## config.mk

```make
export PLATFORM = sky130hd
export DESIGN_NAME = entropy_seed_collector
export DESIGN_NICKNAME = d
export VERILOG_FILES = /design/src/rtl/entropy_seed_collector.sv
export SDC_FILE = /design/constraint.sdc
export NUM_CORES = 1
export LEC_CHECK = 0
export ABC_AREA = 1
export BUFFER_PORTS_ARGS = -buffer_cell sky130_fd_sc_hd__buf_4
export CAP_MARGIN = 20
export CELL_PAD_IN_SITES_DETAIL_PLACEMENT = 1
export CELL_PAD_IN_SITES_GLOBAL_PLACEMENT = 1
export CORE_AREA = 4 4 75 77
export CTS_BUF_LIST = sky130_fd_sc_hd__clkbuf_8
export DETAILED_ROUTE_END_ITERATION = 10
export DIE_AREA = 0 0 79 81
export GPL_TIMING_DRIVEN = 0
export PLACE_DENSITY_LB_ADDON = 0.05
export SYNTH_ARGS = -nofsm -noshare
export SYNTH_HDL_FRONTEND = slang
export SYNTH_SLANG_ARGS = --single-unit
```

## constraint.sdc

```tcl
create_clock -name clk -period 3.4 [get_ports clk]
set_input_delay 0.17 -clock clk [delete_from_list [all_inputs] [get_ports clk]]
set_output_delay 0.17 -clock clk [all_outputs]
set_load 0.005 [all_outputs]
```

## src/rtl/entropy_seed_collector.sv

```systemverilog
// Entropy seed collector: decimates a raw oscillator bit, removes bias with a
// von Neumann corrector, watches for stuck sources with a repetition-count
// health test, and hands finished seeds out over a valid/ready handshake.
module entropy_seed_collector #(
  parameter int SEED_WIDTH = 32,
  parameter int SAMPLE_DIV = 4,
  parameter int REP_LIMIT  = 16
) (
  input  logic                  clk,
  input  logic                  rst_n,
  input  logic                  raw_bit,
  input  logic                  start,
  output logic [SEED_WIDTH-1:0] seed,
  output logic                  seed_valid,
  input  logic                  seed_ready,
  output logic                  busy,
  output logic                  health_fail
);

  // A divide-by-one divider still needs a one-bit register to stay legal.
  localparam int CNT_W = $clog2(SEED_WIDTH + 1);
  localparam int DIV_W = (SAMPLE_DIV > 1) ? $clog2(SAMPLE_DIV) : 1;
  localparam int RUN_W = $clog2(REP_LIMIT + 1);

  localparam logic [DIV_W-1:0] DIV_LAST  = DIV_W'(SAMPLE_DIV - 1);
  localparam logic [CNT_W-1:0] SEED_FULL = CNT_W'(SEED_WIDTH);
  localparam logic [RUN_W-1:0] RUN_TRIP  = RUN_W'(REP_LIMIT);

  typedef enum logic [1:0] {
    IDLE    = 2'd0,
    COLLECT = 2'd1,
    HOLD    = 2'd2,
    FAIL    = 2'd3
  } state_t;

  state_t           state;
  state_t           state_nxt;

  logic [CNT_W-1:0] bit_cnt;
  logic [CNT_W-1:0] bit_cnt_nxt;
  logic [DIV_W-1:0] div_cnt;
  logic [RUN_W-1:0] run_cnt;
  logic [RUN_W-1:0] run_nxt;
  logic             pair_flag;
  logic             first_sample;
  logic             last_sample;

  logic             strobe;
  logic             keep_bit;
  logic             seed_done;
  logic             health_trip;
  logic             launch;

  // The sample strobe fires on the last divider count while collecting.
  assign strobe = (state == COLLECT) && (div_cnt == DIV_LAST);
  assign launch = (state == IDLE) && start;

  // Health test and von Neumann decisions for the current strobe.
  always_comb begin
    run_nxt     = run_cnt;
    keep_bit    = 1'b0;
    bit_cnt_nxt = bit_cnt;
    if (strobe) begin
      if ((run_cnt == '0) || (raw_bit != last_sample)) begin
        run_nxt = RUN_W'(1);
      end else begin
        run_nxt = run_cnt + RUN_W'(1);
      end
      if (pair_flag && (first_sample != raw_bit)) begin
        keep_bit    = 1'b1;
        bit_cnt_nxt = bit_cnt + CNT_W'(1);
      end
    end
    health_trip = strobe && (run_nxt == RUN_TRIP);
    seed_done   = keep_bit && (bit_cnt_nxt == SEED_FULL);
  end

  // State register; everything visible outside is decoded from it.
  always_ff @(posedge clk) begin
    if (!rst_n) begin
      state <= IDLE;
    end else begin
      state <= state_nxt;
    end
  end

  // Next-state selection; a health trip outranks a completed seed.
  always_comb begin
    state_nxt = state;
    unique case (state)
      IDLE: begin
        if (start) begin
          state_nxt = COLLECT;
        end
      end
      COLLECT: begin
        if (health_trip) begin
          state_nxt = FAIL;
        end else if (seed_done) begin
          state_nxt = HOLD;
        end
      end
      HOLD: begin
        if (seed_ready) begin
          state_nxt = IDLE;
        end
      end
      FAIL: begin
        state_nxt = FAIL;
      end
      default: begin
        state_nxt = IDLE;
      end
    endcase
  end

  // Datapath: cleared on an accepted start, advanced only while collecting.
  always_ff @(posedge clk) begin
    if (!rst_n) begin
      seed         <= '0;
      bit_cnt      <= '0;
      div_cnt      <= '0;
      run_cnt      <= '0;
      pair_flag    <= 1'b0;
      first_sample <= 1'b0;
      last_sample  <= 1'b0;
    end else if (launch) begin
      seed         <= '0;
      bit_cnt      <= '0;
      div_cnt      <= '0;
      run_cnt      <= '0;
      pair_flag    <= 1'b0;
      first_sample <= 1'b0;
      last_sample  <= 1'b0;
    end else if (state == COLLECT) begin
      if (strobe) begin
        div_cnt     <= '0;
        run_cnt     <= run_nxt;
        last_sample <= raw_bit;
        if (!pair_flag) begin
          first_sample <= raw_bit;
          pair_flag    <= 1'b1;
        end else begin
          pair_flag <= 1'b0;
          if (keep_bit) begin
            seed    <= {seed[SEED_WIDTH-2:0], first_sample};
            bit_cnt <= bit_cnt_nxt;
          end
        end
      end else begin
        div_cnt <= div_cnt + DIV_W'(1);
      end
    end
  end

  assign busy        = (state == COLLECT);
  assign seed_valid  = (state == HOLD);
  assign health_fail = (state == FAIL);

endmodule
```

==> flow_metrics.tcl, run 1 <==
set metrics [dict create \
    fin_crit_sh 0.549 \
    mostFrequentLayoutCell "nor2_1" \
    hold_path_class "input pin to flip-flop" \
    irDropWorstVdd_mv 0.228 \
    routedWlPerCell_um 12.8 \
    cts_sinks 50 \
    synth_edf_count 0 \
    antenna_found_initial 0 \
    dieHeight_um 81 \
    cts_tree "built" \
    cts_setup_buffers 0 \
    yosysWarnings 0 \
    fin_skew_ps 4.41 \
    power_per_cell_area_mw_per_mm2 424 \
    finalMaxSlewViolations 0 \
    drt_iter0_markers 52 \
    seq_area_frac_synth 0.474 \
    dp_cells 403 \
    synth_flop_cell "dfxtp_1" \
    h-tree-depth 2 \
    final_cell_mix "nor2_1 (86), dfxtp_1 (50), buf_4 (40), nand2_1 (38), o21ai_0 (36)" \
    fmax_mhz 536 \
    clk_latency_ps 300 \
    postCtsHoldBufs 0 \
    crit_fanout 10 \
    ios 40 \
    place_ws_ps 1480 \
    detail-route-antenna-nets 0 \
    grt_pass1_vias 2135 \
    rsz0062_at_grt "no" \
    max-slew-margin-rel 0.502 \
    fin_crit_ps 1870 \
    grt_pass1_wl_um 9220 \
    n_antenna_cell 0 \
    drtPass1Iterations 4 \
    fin_ws_ps 1530 \
    async_flop_share 0 \
    dr_wl_met3_um 230 \
    drt_wl_total_um 5260 \
    crit_path_start_kind "flip-flop" \
    synth_area_per_cell_um2 7.18 \
    num_vias 2029 \
    syn_nets 303 \
    critPathKind "flip-flop to flip-flop" \
    drt-vias-per-instance 4.94 \
    fin_cells 411 \
    syn_inst 294 \
    ctsResizeCount 0 \
    io_buffers 39 \
    syn_to_final_growth_pct 22.3 \
    top_layer "met4" \
    start_util 0.421 \
    clk_path_buf_depth 2 \
    placementRows 26 \
    met2_length_um 2700 \
    status "finished, final reports clean" \
    tightest_slew_ps 747 \
    setup_viol 0 \
    drc 0 \
    n_fill_cell 673 \
    max_cap_violations 0 \
    arrival_ps 2100 \
    synth-seq-cells 50 \
    grt_max_degree 15 \
    ys_types 23 \
    tritoncts.num_buffers 5 \
    tns_ps 0 \
    p_leak_nw 1.08 \
    synth_area_mm2 0.00211 \
    drive_gt1_frac 0.167 \
    dp_hpwl_um 3940 \
    dieArea_mm2 0.00640 \
    wl_met1_um 2280 \
    grt_usage 0.179 \
    die_width_um 79 \
    coreArea_mm2 0.00501 \
    routabilityCongestion 0.774 \
    critPathCaptureType "flip-flop" \
    p_total_w 0.00110 \
    nets 349 \
    hold_viol 0 \
    clkTransAtPathRegs_ps 90 \
    clock-root-buffer "clkbuf_8" \
    grt_overflow 0 \
    required_ps 3640 \
]
-- logic make-up (layout without fill, tap and decap cells) --
group / count (synthesis) / in the layout / synth area share
and+or+nand+nor: 148 / 148 / 0.293
DFF: 50 / 50 / 0.474
buffers and inverters: 36 / 83 / 0.0717
AOI/OAI and AO/OA: 56 / 56 / 0.137
adders and majority gates: 4 / 4 / 0.0237
-- cell type report --
cell class,instances,area [um2],share of cell area
Timing Repair Buffer,39,293,0.113
Inverter,24,90.1,0.0349
Multi-Input combinational cell,208,958,0.371
Buffer,12,61.3,0.0237
Sequential cell,50,1000,0.388
Tap cell,70,87.6,0.0339
Clock buffer,6,82.6,0.0320
Clock inverter,2,8.76,0.00339
-- Yosys cell counts (3+ instances only) --
| cell | instances | share of area |
|---|---|---|
| a21oi_1 | 17 | 0.040 |
| buf_2 | 4 | 0.0095 |
| clkbuf_1 | 6 | 0.011 |
| dfxtp_1 | 50 | 0.47 |
| ha_1 | 4 | 0.024 |
| inv_1 | 22 | 0.039 |
| nand2_1 | 38 | 0.068 |
| nand3_1 | 10 | 0.024 |
| nand4_1 | 7 | 0.021 |
| nor2_1 | 86 | 0.15 |
| nor3_1 | 3 | 0.0071 |
| o21ai_0 | 36 | 0.085 |
-- routing by layer --
layer  track usage  up-vias
met2         0.328       29
met3        0.0499        4
li1              -     1032
met5             0        -
met4        0.0412        0
met1         0.205      964
-- state kept, by name (all words and copies together) (netlist names) --
signal and flops:
last_sample 1, first_sample 1, div_cnt 2, state 2, bit_cnt 6, run_cnt 5, pair_flag 1, seed 32
-- worst max-delay path, cell delays in order (launching register included) --
cell      delay [ps]
dfxtp_1          460
nor2_1           110
a21oi_1          600
clkbuf_1         350
o21ai_0          170
nor2_1           120
-- power by group --
group,leakage (nW),internal [W],switching [W]
clock network,0.0524,0.000162,0.000191
registers,0.403,0.000595,0.0000131
logic,0.622,0.0000496,0.0000859
total,1.08,0.000806,0.000290
-- per-stage QoR --
| stage | hold slack [ps] | util | cell area, um2 |
|---|---|---|---|
| floorplan | 291 | - | 2110 |
| global placement | 403 | 0.497 | 2490 |
| detailed placement | 411 | 0.497 | 2490 |
| CTS | 93.1 | 0.515 | 2580 |
| global route | 94.8 | 0.515 | 2580 |
| finish | 101 | 0.515 | 2580 |
-- path summary, 6_finish.rpt --
check        slack (ps)                       to                     from  depth (start not counted)
min                 100    state[1]$_SDFFE_PN0P_                    rst_n                          3
max reg2reg        1530     seed[2]$_SDFFE_PP0P_    state[0]$_SDFFE_PN0P_                          5
min reg2reg         470  div_cnt[1]$_SDFFE_PP0P_  div_cnt[1]$_SDFFE_PP0P_                          2
max                1530     seed[2]$_SDFFE_PP0P_    state[0]$_SDFFE_PN0P_                          5
No activity file was read; power rests on OpenSTA's default activity.
==> run 2, diff against run 1 <==
--- a/config.mk
+++ b/config.mk
@@ -10,10 +10,10 @@
 export CAP_MARGIN = 20
 export CELL_PAD_IN_SITES_DETAIL_PLACEMENT = 1
 export CELL_PAD_IN_SITES_GLOBAL_PLACEMENT = 1
-export CORE_AREA = 4 4 75 77
+export CORE_AREA = 4 4 78 80
 export CTS_BUF_LIST = sky130_fd_sc_hd__clkbuf_8
 export DETAILED_ROUTE_END_ITERATION = 10
-export DIE_AREA = 0 0 79 81
+export DIE_AREA = 0 0 82 84
 export GPL_TIMING_DRIVEN = 0
 export PLACE_DENSITY_LB_ADDON = 0.05
 export SYNTH_ARGS = -nofsm -noshare
==> constraint.sdc (replaced) <==
create_clock -name clk -period 1.9 [get_ports clk]
set_input_delay 0.095 -clock clk [delete_from_list [all_inputs] [get_ports clk]]
set_output_delay 0.095 -clock clk [all_outputs]
set_load 0.005 [all_outputs]
==> flow_metrics.tcl, run 2 (same netlist as run 1, synthesis figures left out) <==
set metrics [dict create \
    tritoncts.num_buffers 5 \
    max_cap_violations 0 \
    ctsResizeCount 0 \
    cts_setup_buffers 0 \
    utilization 0.490 \
    met2_length_um 2570 \
    critPathCaptureType "flip-flop" \
    placementRows 27 \
    clock-root-buffer "clkbuf_8" \
    p_leak_nw 1.08 \
    top_layer "met4" \
    cts_sinks 50 \
    grt_max_degree 16 \
    drive_gt1_frac 0.217 \
    place_ws_ps -17.1 \
    hold_viol 0 \
    drt_wl_total_um 5090 \
    num_vias 2019 \
    ios 40 \
    regMostFlops "seed" \
    fmax_mhz 590 \
    setup_viol 0 \
    fin_crit_ps 1690 \
    final_cell_mix "nor2_1 (83), dfxtp_1 (44), buf_4 (40), nand2_1 (36), o21ai_0 (36)" \
    grt_pass1_vias 2117 \
    reg2reg_slack_ps 210 \
    clk_latency_ps 310 \
    grt_overflow 0 \
    routedWlPerCell_um 12.3 \
    coreArea_mm2 0.00541 \
    combPwrFrac 0.124 \
    detail-route-antenna-nets 0 \
    p_sw_frac 0.267 \
    crit_path_start_kind "flip-flop" \
    h-tree-depth 2 \
    crit_fanout 10 \
    wl_met1_um 2220 \
    hold_ws_ps 20.9 \
    dieArea_mm2 0.00689 \
    tightest_slew_ps 440 \
    drc 0 \
    power_per_cell_area_mw_per_mm2 771 \
    clkTransAtPathRegs_ps 90 \
    routabilityCongestion 0.679 \
    arrival_ps 1900 \
    holdCritStartpoint "rst_n" \
    n_antenna_cell 0 \
    drtPass1Iterations 4 \
    syn_to_final_growth_pct 25.5 \
    r2r-start "div_cnt[1]$_SDFFE_PP0P_" \
    clockPowerShare 0.340 \
    grt_pass1_wl_um 9340 \
    status "finished, final reports clean" \
    rsz0062_at_grt "no" \
    required_ps 2100 \
    fin_crit_sh 0.892 \
    fin_ws_ps 205 \
    antenna_found_initial 0 \
    crit_path_start "div_cnt[1]$_SDFFE_PP0P_" \
    max-slew-margin-rel 0.707 \
    clk_path_buf_depth 2 \
    irDropWorstVdd_mv 0.337 \
    hold_path_class "input pin to flip-flop" \
    tns_ps 0 \
    drt_iter0_markers 46 \
    dr_wl_met3_um 228 \
    critPathKind "flip-flop to flip-flop" \
    intPower_w 0.00150 \
    die_width_um 82 \
    n_fill_cell 699 \
    nets 349 \
    mostFrequentLayoutCell "nor2_1" \
    cts_tree "built" \
    switching_power_w 0.000546 \
    finalMaxSlewViolations 0 \
    start_util 0.391 \
    postCtsHoldBufs 0 \
    dieHeight_um 84 \
    seqPwrFrac 0.536 \
    top_regs "seed (32), bit_cnt (6), run_cnt (5)" \
    dp_hpwl_um 3840 \
    largest_reg_flops 32 \
    grt_usage 0.170 \
    drt-vias-per-instance 4.89 \
    fin_skew_ps 7.33 \
    io_buffers 39 \
]
==> run 2: path summary, 6_finish.rpt <==
check	to	cells past startpoint
worst max-delay path	state[1]$_SDFFE_PN0P_	11
worst min-delay path	state[1]$_SDFFE_PN0P_	3
worst max register to register	state[1]$_SDFFE_PN0P_	11
worst min register to register	last_sample$_SDFFE_PP0P_	2
==> run 2: power by group through the flow <==
stage	registers (W)	clock network, W	logic [W]
final	0.00110	0.000693	0.000254
after global routing	0.00110	0.000768	0.000299
after CTS	0.00109	0.000725	0.000247
after detailed placement	0.00111	0	0.000247
after global placement	0.00111	0	0.000240
after floorplan	0.00111	0	0.000167
==> run 2: per-stage QoR <==
stage,area (um2),total power (W),cells
2_1_floorplan,2110,0.00128,294
3_3_place_gp,2490,0.00135,405
3_5_place_dp,2490,0.00136,405
4_1_cts,2600,0.00206,413
5_1_grt,2650,0.00217,413
6_report,2650,0.00204,413
==> run 2: final cells by class <==
type / count / area [um2] / area share
buffer: 12 / 61.3 / 0.0231
tap: 72 / 90.1 / 0.0340
clock buffer: 7 / 96.3 / 0.0364
multi-input combinational: 208 / 1000 / 0.377
sequential: 50 / 1010 / 0.381
clock inverter: 1 / 8.76 / 0.00331
timing repair buffer: 39 / 293 / 0.110
inverter: 24 / 90.1 / 0.0340
==> run 2: layer usage <==
| metal | vias up | global-route usage |
|---|---|---|
| met4 | 0 | 0.0498 |
| met2 | 31 | 0.284 |
| met5 | - | 0 |
| met1 | 951 | 0.208 |
| met3 | 6 | 0.0508 |
| li1 | 1031 | - |
==> run 2: critical path: stages (launching register included) <==
cell      delay [ps]
dfxtp_2          360
ha_4             160
nand3_2          100
buf_4            190
o21bai_2         120
nand2_1           90
nand2_1          100
nor2_2            50
a21oi_2          160
nand2_2           80
a21oi_1          120
nor2_1            50
